<file path="config.mk">
export PLATFORM = sky130hd
export DESIGN_NAME = rtc_bus_scheduler
export DESIGN_NICKNAME = d
export VERILOG_FILES = /design/src/rtl/rtc_bus_scheduler.sv
export SDC_FILE = /design/constraint.sdc
export NUM_CORES = 1
export LEC_CHECK = 0
export ABC_AREA = 1
export BUFFER_PORTS_ARGS = -buffer_cell sky130_fd_sc_hd__buf_2
export CAP_MARGIN = 20
export CORE_MARGIN = 4
export CORE_UTILIZATION = 50
export CTS_CLUSTER_DIAMETER = 80
export DETAILED_ROUTE_END_ITERATION = 10
export GPL_TIMING_DRIVEN = 0
export PLACE_DENSITY = 0.79
export SLEW_MARGIN = 30
export SYNTH_ARGS = -nofsm -noshare
export SYNTH_HDL_FRONTEND = slang
export SYNTH_SLANG_ARGS = --single-unit
</file>
<file path="constraint.sdc">
create_clock -name CLK_NX -period 2.45 [get_ports CLK_NX]
set_input_delay 0.245 -clock CLK_NX [delete_from_list [all_inputs] [get_ports CLK_NX]]
set_output_delay 0.245 -clock CLK_NX [all_outputs]
set_load 0.01 [all_outputs]
</file>
<file path="src/rtl/rtc_bus_scheduler.sv">
// Multiplexed-bus RTC scheduler: periodic nine-register read bursts plus user writes.
// Optional macro RTC_POST_WRITE_REFRESH_EN: a completed write also requests a fresh burst.
module rtc_bus_scheduler #(
  parameter int T_PHASE     = 10,
  parameter int REFRESH_DIV = 2500000
) (
  input  logic       CLK_NX,
  input  logic       reset,
  input  logic       wr_req,
  input  logic [7:0] wr_addr,
  input  logic [7:0] wr_data,
  input  logic [7:0] ad_in,
  output logic [7:0] ad_out,
  output logic       ad_oe,
  output logic       cs_n,
  output logic       rd_n,
  output logic       wr_n,
  output logic       a_d,
  output logic [7:0] seg,
  output logic [7:0] min,
  output logic [7:0] hora,
  output logic [7:0] dia,
  output logic [7:0] mes,
  output logic [7:0] year,
  output logic [7:0] scrono,
  output logic [7:0] mcrono,
  output logic [7:0] hcrono,
  output logic       wr_ack,
  output logic       burst_done,
  output logic       busy
);

  localparam int RW = (REFRESH_DIV > 1) ? $clog2(REFRESH_DIV) : 1;

  typedef enum logic [2:0] {IDLE, ADDR, GAP1, DATA, GAP2} state_t;

  state_t          state;
  state_t          state_nx;
  logic [7:0]      phase_cnt;
  logic [RW-1:0]   refresh_cnt;
  logic            refresh_pending;
  logic            burst_active;
  logic [3:0]      burst_idx;
  logic            is_write;
  logic            a_d_q;
  logic [7:0]      cur_addr;
  logic [7:0]      wr_data_q;
  logic [8:0][7:0] staging;

  logic       phase_last;
  logic       boundary;
  logic       txn_end;
  logic       write_done;
  logic       read_end;
  logic       burst_last;
  logic       refresh_wrap;
  logic       post_write_set;
  logic       pending_now;
  logic       cont_burst;
  logic       start_write;
  logic       start_new_burst;
  logic       start_resume;
  logic       start_any;
  logic [3:0] next_idx;

  function automatic logic [7:0] burst_addr(input logic [3:0] idx);
    case (idx)
      4'd0:    burst_addr = 8'h21;
      4'd1:    burst_addr = 8'h22;
      4'd2:    burst_addr = 8'h23;
      4'd3:    burst_addr = 8'h24;
      4'd4:    burst_addr = 8'h25;
      4'd5:    burst_addr = 8'h26;
      4'd6:    burst_addr = 8'h41;
      4'd7:    burst_addr = 8'h42;
      4'd8:    burst_addr = 8'h43;
      default: burst_addr = 8'h21;
    endcase
  endfunction

  assign phase_last   = (phase_cnt == 8'(T_PHASE - 1));
  assign txn_end      = (state == GAP2) && phase_last;
  assign boundary     = (state == IDLE) || txn_end;
  assign write_done   = txn_end && is_write;
  assign read_end     = txn_end && !is_write;
  assign burst_last   = read_end && (burst_idx == 4'd8);
  assign refresh_wrap = (refresh_cnt == RW'(REFRESH_DIV - 1));

`ifdef RTC_POST_WRITE_REFRESH_EN
  assign post_write_set = write_done;
`else
  assign post_write_set = 1'b0;
`endif

  // A write finishing this cycle must be visible to the arbitration happening on the same edge.
  assign pending_now     = refresh_pending | post_write_set;
  assign cont_burst      = burst_active && !burst_last;
  assign start_write     = boundary && wr_req;
  assign start_resume    = boundary && !wr_req && cont_burst;
  assign start_new_burst = boundary && !wr_req && !cont_burst && pending_now;
  assign start_any       = start_write | start_resume | start_new_burst;
  assign next_idx        = burst_last ? 4'd0 : (read_end ? burst_idx + 4'd1 : burst_idx);

  always_comb begin
    state_nx = state;
    case (state)
      IDLE: if (start_any) state_nx = ADDR;
      ADDR: if (phase_last) state_nx = GAP1;
      GAP1: if (phase_last) state_nx = DATA;
      DATA: if (phase_last) state_nx = GAP2;
      GAP2: if (phase_last) state_nx = start_any ? ADDR : IDLE;
      default: state_nx = IDLE;
    endcase
  end

  always_ff @(posedge CLK_NX) begin
    if (reset) begin
      state           <= IDLE;
      phase_cnt       <= 8'd0;
      refresh_cnt     <= '0;
      refresh_pending <= 1'b1;
      burst_active    <= 1'b0;
      burst_idx       <= 4'd0;
      is_write        <= 1'b0;
      a_d_q           <= 1'b0;
      cur_addr        <= 8'd0;
      wr_data_q       <= 8'd0;
      staging         <= '0;
    end else begin
      state     <= state_nx;
      phase_cnt <= (state == IDLE || phase_last) ? 8'd0 : phase_cnt + 8'd1;
      burst_idx <= next_idx;

      if (state == ADDR) a_d_q <= 1'b0;
      else if (state == DATA) a_d_q <= 1'b1;

      refresh_cnt <= refresh_wrap ? '0 : refresh_cnt + RW'(1);

      // A wrap coinciding with a burst start still counts as a new request.
      if (refresh_wrap) refresh_pending <= 1'b1;
      else if (start_new_burst) refresh_pending <= 1'b0;
      else if (post_write_set) refresh_pending <= 1'b1;

      if (start_new_burst) burst_active <= 1'b1;
      else if (burst_last) burst_active <= 1'b0;

      if (start_write) begin
        is_write  <= 1'b1;
        cur_addr  <= wr_addr;
        wr_data_q <= wr_data;
      end else if (start_new_burst || start_resume) begin
        is_write <= 1'b0;
        cur_addr <= burst_addr(next_idx);
      end

      if (state == DATA && phase_last && !is_write) staging[burst_idx] <= ad_in;
    end
  end

  always_ff @(posedge CLK_NX) begin
    if (reset) begin
      seg    <= 8'd0;
      min    <= 8'd0;
      hora   <= 8'd0;
      dia    <= 8'd0;
      mes    <= 8'd0;
      year   <= 8'd0;
      scrono <= 8'd0;
      mcrono <= 8'd0;
      hcrono <= 8'd0;
    end else if (burst_last) begin
      seg    <= staging[0];
      min    <= staging[1];
      hora   <= staging[2];
      dia    <= staging[3];
      mes    <= staging[4];
      year   <= staging[5];
      scrono <= staging[6];
      mcrono <= staging[7];
      hcrono <= staging[8];
    end
  end

  // Bus strobes decode straight from the state register so reset releases the bus on its edge.
  assign busy       = (state != IDLE);
  assign wr_ack     = write_done;
  assign burst_done = burst_last;
  assign cs_n       = !((state == ADDR) || (state == DATA));
  assign rd_n       = !((state == DATA) && !is_write);
  assign wr_n       = !((state == ADDR) || ((state == DATA) && is_write));
  assign ad_oe      = (state == ADDR) || ((state == DATA) && is_write);
  assign ad_out     = (state == ADDR) ? cur_addr :
                      ((state == DATA) && is_write) ? wr_data_q : 8'd0;
  assign a_d        = (state == ADDR) ? 1'b0 : (state == DATA) ? 1'b1 : a_d_q;

endmodule

</file>
==> results by group <==
Run status
  • Status: finished, final reports clean

Critical path
  • Setup Crit Path Kind: reg2out
  • Critical path depth: 8
  • Worst Reg-to-Reg Cells: 15
  • Critical Path RT: 2.20 ns
  • Startpoint Class: register
  • Worst R2R Setup Slack: 0.18 ns
  • Reg-to-reg endpoint: cur_addr[6]
  • Critical Path AT: 2.05 ns
  • Master of the slowest instance on the critical path: dfxtp_1
  • Worst-path cell chain: inv_1 > ha_1 > nand2_1 > nor2_2 > nand4_4 > inv_4 > buf_6 > buf_2
  • Delay of the slowest cell on the worst path: 0.37 ns
  • Crit-path max FO: 19
  • CP Capture Type: primary output
  • Buf/Inv on CP: 4
  • FF-to-FF Start: phase_cnt[0]
  • Crit-path leading delay family: buffers and inverters

Global route
  • GR peak layer: met2
  • Global-route met1 utilization: 28.3%
  • GR Util met2: 34.6%
  • Vias in the first global route: 6367
  • Global-route met3 utilization: 4.57%
  • Largest net degree at the start of global routing: 20
  • Global-route wire length before repair: 31400 microns
  • Total GRT Usage: 21.0%
  • GRT Residual Overflow: 0
  • Initial antenna violation count: 0

CTS
  • Total clock sinks: 201
  • CTS tree: built
  • CTS buffer count: 21
  • CTS Buffer Depth: 3
  • H-tree depth: 1
  • CTS clk-pin slew, worst paths: 0.06 ns
  • Worst-Skew Late Latency: 0.50 ns
  • Root Driver: clkbuf_16

Pwr
  • Maximum VDD drop: 0.669 mV
  • Leak: 0.00388 uW
  • Power per cell area: 769 mW/mm^2
  • Sw Ratio: 25.8%
  • Internal power: 5360 uW
  • Net Sw Power: 1860 uW
  • Reg power frac: 48.0%
  • Clock Power Share: 41.0%
  • Gate power share: 11.0%

Logic synthesis
  • Complex-gate fraction of the synthesized area: 19.5%
  • YS warnings: 0
  • Share of flip-flops with an asynchronous set or reset: 0%
  • Count of different cell masters after synthesis: 36
  • Syn Inst Count: 985
  • Syn Nets: 1021
  • Adder-cell share of the synthesized area: 1.43%
  • Top post-synthesis cells by area: dfxtp_1, a21oi_1, nand2_1, o21ai_0, inv_1
  • Yosys top cell by area: dfxtp_1
  • Post-synthesis sequential area ratio: 51.1%
  • Proportion of synthesized area in mux cells: 0%
  • Primary FF master, synth: dfxtp_1
  • Synth Cell Area: 0.00787 sq mm
  • Share of the synthesized area in the top cell type: 51.1%
  • Syn_area_per_cell: 7.99 sq um
  • EDFF count, synth: 0
  • #FFs+latches synth: 201
  • Post-Synth XOR/XNOR Area: 0.890%
  • Largest family of logic cells by synthesized area: compound AO/OA/AOI/OAI gates
  • Synth Area in Simple Gates: 19.4%

STA
  • Fmax achieved: 436 MHz
  • Minimum clock period: 2.29 ns
  • Worst Tran Pin Value: 0.781 ns
  • Final Max Tran Viols: 0
  • Crit path setup slack, layout: 0.157 ns
  • Slew HR: 47.9%
  • RSZ-0062 raised after global routing: true
  • Final period util: 93.6%
  • Clk_skew: 0.0225 ns
  • WHS: 0.0125 ns
  • Final Hold Fails: 0
  • Finish-stage setup viols: 0

Die
  • Core area: 0.0153 sq mm
  • Die footprint: 0.0178 sq mm
  • Die X: 133 microns
  • Die extent in y: 133 microns
  • Std cell rows: 45
  • I/O pin count: 115
  • Initial Util: 51.4%

Worst hold path
  • Hold Path Class: in2reg
  • Hold Crit Depth: 3
  • Hold endpoint: wr_data_q[6]
  • Hold_sp: wr_data[6]

Finish
  • Max FFs per register: 72
  • Largest registers: staging: 72 flops, refresh_cnt: 22 flops
  • Largest Register: staging
  • Synth-to-Final Area Change: 19.4%
  • Commonest non-fill, non-tap cell in the layout: dfxtp_1
  • Layout cell share with drive strength beyond 1: 17.2%
  • Final cell count without fillers: 1348
  • Commonest cells after routing, fill and taps aside: dfxtp_1, nand2_1, a21oi_1
  • Nets: 1159
  • Post-layout util: 61.3%
  • N_diodes: 0

Placement
  • Dpl hpwl: 13600 microns
  • DP Cell Count: 1309
  • Routability Congestion: 0.907
  • Port Buf Inserts: 113
  • Dpl ws: 0.0536 ns

Routing
  • Antenna Nets Post-Route: 0
  • Detailed Route WL: 19400 microns
  • Drt first pass iters: 6
  • Mean number of vias per cell: 5.27
  • Vias post-DR: 7101
  • Starting DRT DRC Count: 678
  • Wirelength per Cell: 14.4 microns
  • # DRC: 0

Run
  • Max-Cap Viols: 0
worst max path at each step:
stage,from,to
final,burst_idx[0],burst_done
after global routing,phase_cnt[0],cur_addr[6]
after CTS,phase_cnt[0],burst_done
after detailed placement,burst_idx[0],cur_addr[6]
after global placement,burst_idx[0],cur_addr[6]
after floorplan,state[0],cur_addr[6]
routing by layer:
layer / wire length (microns) / vias up / share of wire [%]
met5: 0 / - / 0
met4: 354 / 0 / 1.8
met3: 1520 / 30 / 7.9
met2: 9040 / 228 / 47
met1: 8440 / 3300 / 44
li1: - / 3543 / -
Yosys cell counts (all sizes together) (5+ instances only):
| cell type | number |
|---|---|
| nor3 | 19 |
| nand4 | 15 |
| o21ai | 116 |
| nand2 | 187 |
| a21oi | 172 |
| xor2 | 5 |
| ha | 9 |
| nor2 | 69 |
| or2 | 5 |
| inv | 92 |
| nand3 | 25 |
| clkbuf | 31 |
| buf | 20 |
| dfxtp | 201 |
cell families after synthesis:
family	Yosys count
adders and majority gates	9
xor gates and xnor gates	8
AOI/OAI and AO/OA	298
DFF	201
and+or+nand+nor	326
buffers and inverters	143
stage by stage:
stage	total power [uW]	setup TNS (ns)	area [sq um]
after floorplan	4070	0	7870
after global placement	4310	0	8700
after detailed placement	4320	0	8700
after CTS	7250	0	9370
after global routing	7520	-0.0324	9400
final	7230	0	9400
power by group through the flow:
stage                     Clock, uW  Combinational, uW  Sequential, uW
after global routing           3150                896            3480
after CTS                      3000                787            3470
after global placement            0                770            3540
final                          2960                796            3470
after floorplan                   0                550            3520
after detailed placement          0                780            3540
final cells by class:
| class | count | area, sq um |
|---|---|---|
| clock buffer | 32 | 607 |
| inverter | 92 | 348 |
| multi-input combinational | 641 | 3260 |
| fill | 1320 | 5920 |
| clock inverter | 5 | 35.0 |
| tap | 211 | 264 |
| buffer | 50 | 269 |
| timing repair buffer | 116 | 593 |
| sequential | 201 | 4020 |
worst register-to-register path, stage by stage, from the launching register on:
cell and delay [ns]:
dfxtp_1 0.37, ha_1 0.18, nand3_2 0.13, nor2_8 0.21, nand3_2 0.15, nand2_1 0.09
nand2_1 0.08, nor2_2 0.14, inv_1 0.08, ha_1 0.20, nand3_1 0.08, nor2_1 0.05
nor2_1 0.12, nand2_1 0.12, nand2_1 0.08, a21oi_1 0.05
timing repair:
item	in CTS	in global routing
pin swaps	1	0
gates cloned	0	0
hold buffers	2	0
setup endpoints to repair	1	10
hold endpoints to repair	2	0
buffers inserted	1	0
resized for setup	3	7
Power figures use the tool's default switching activity.
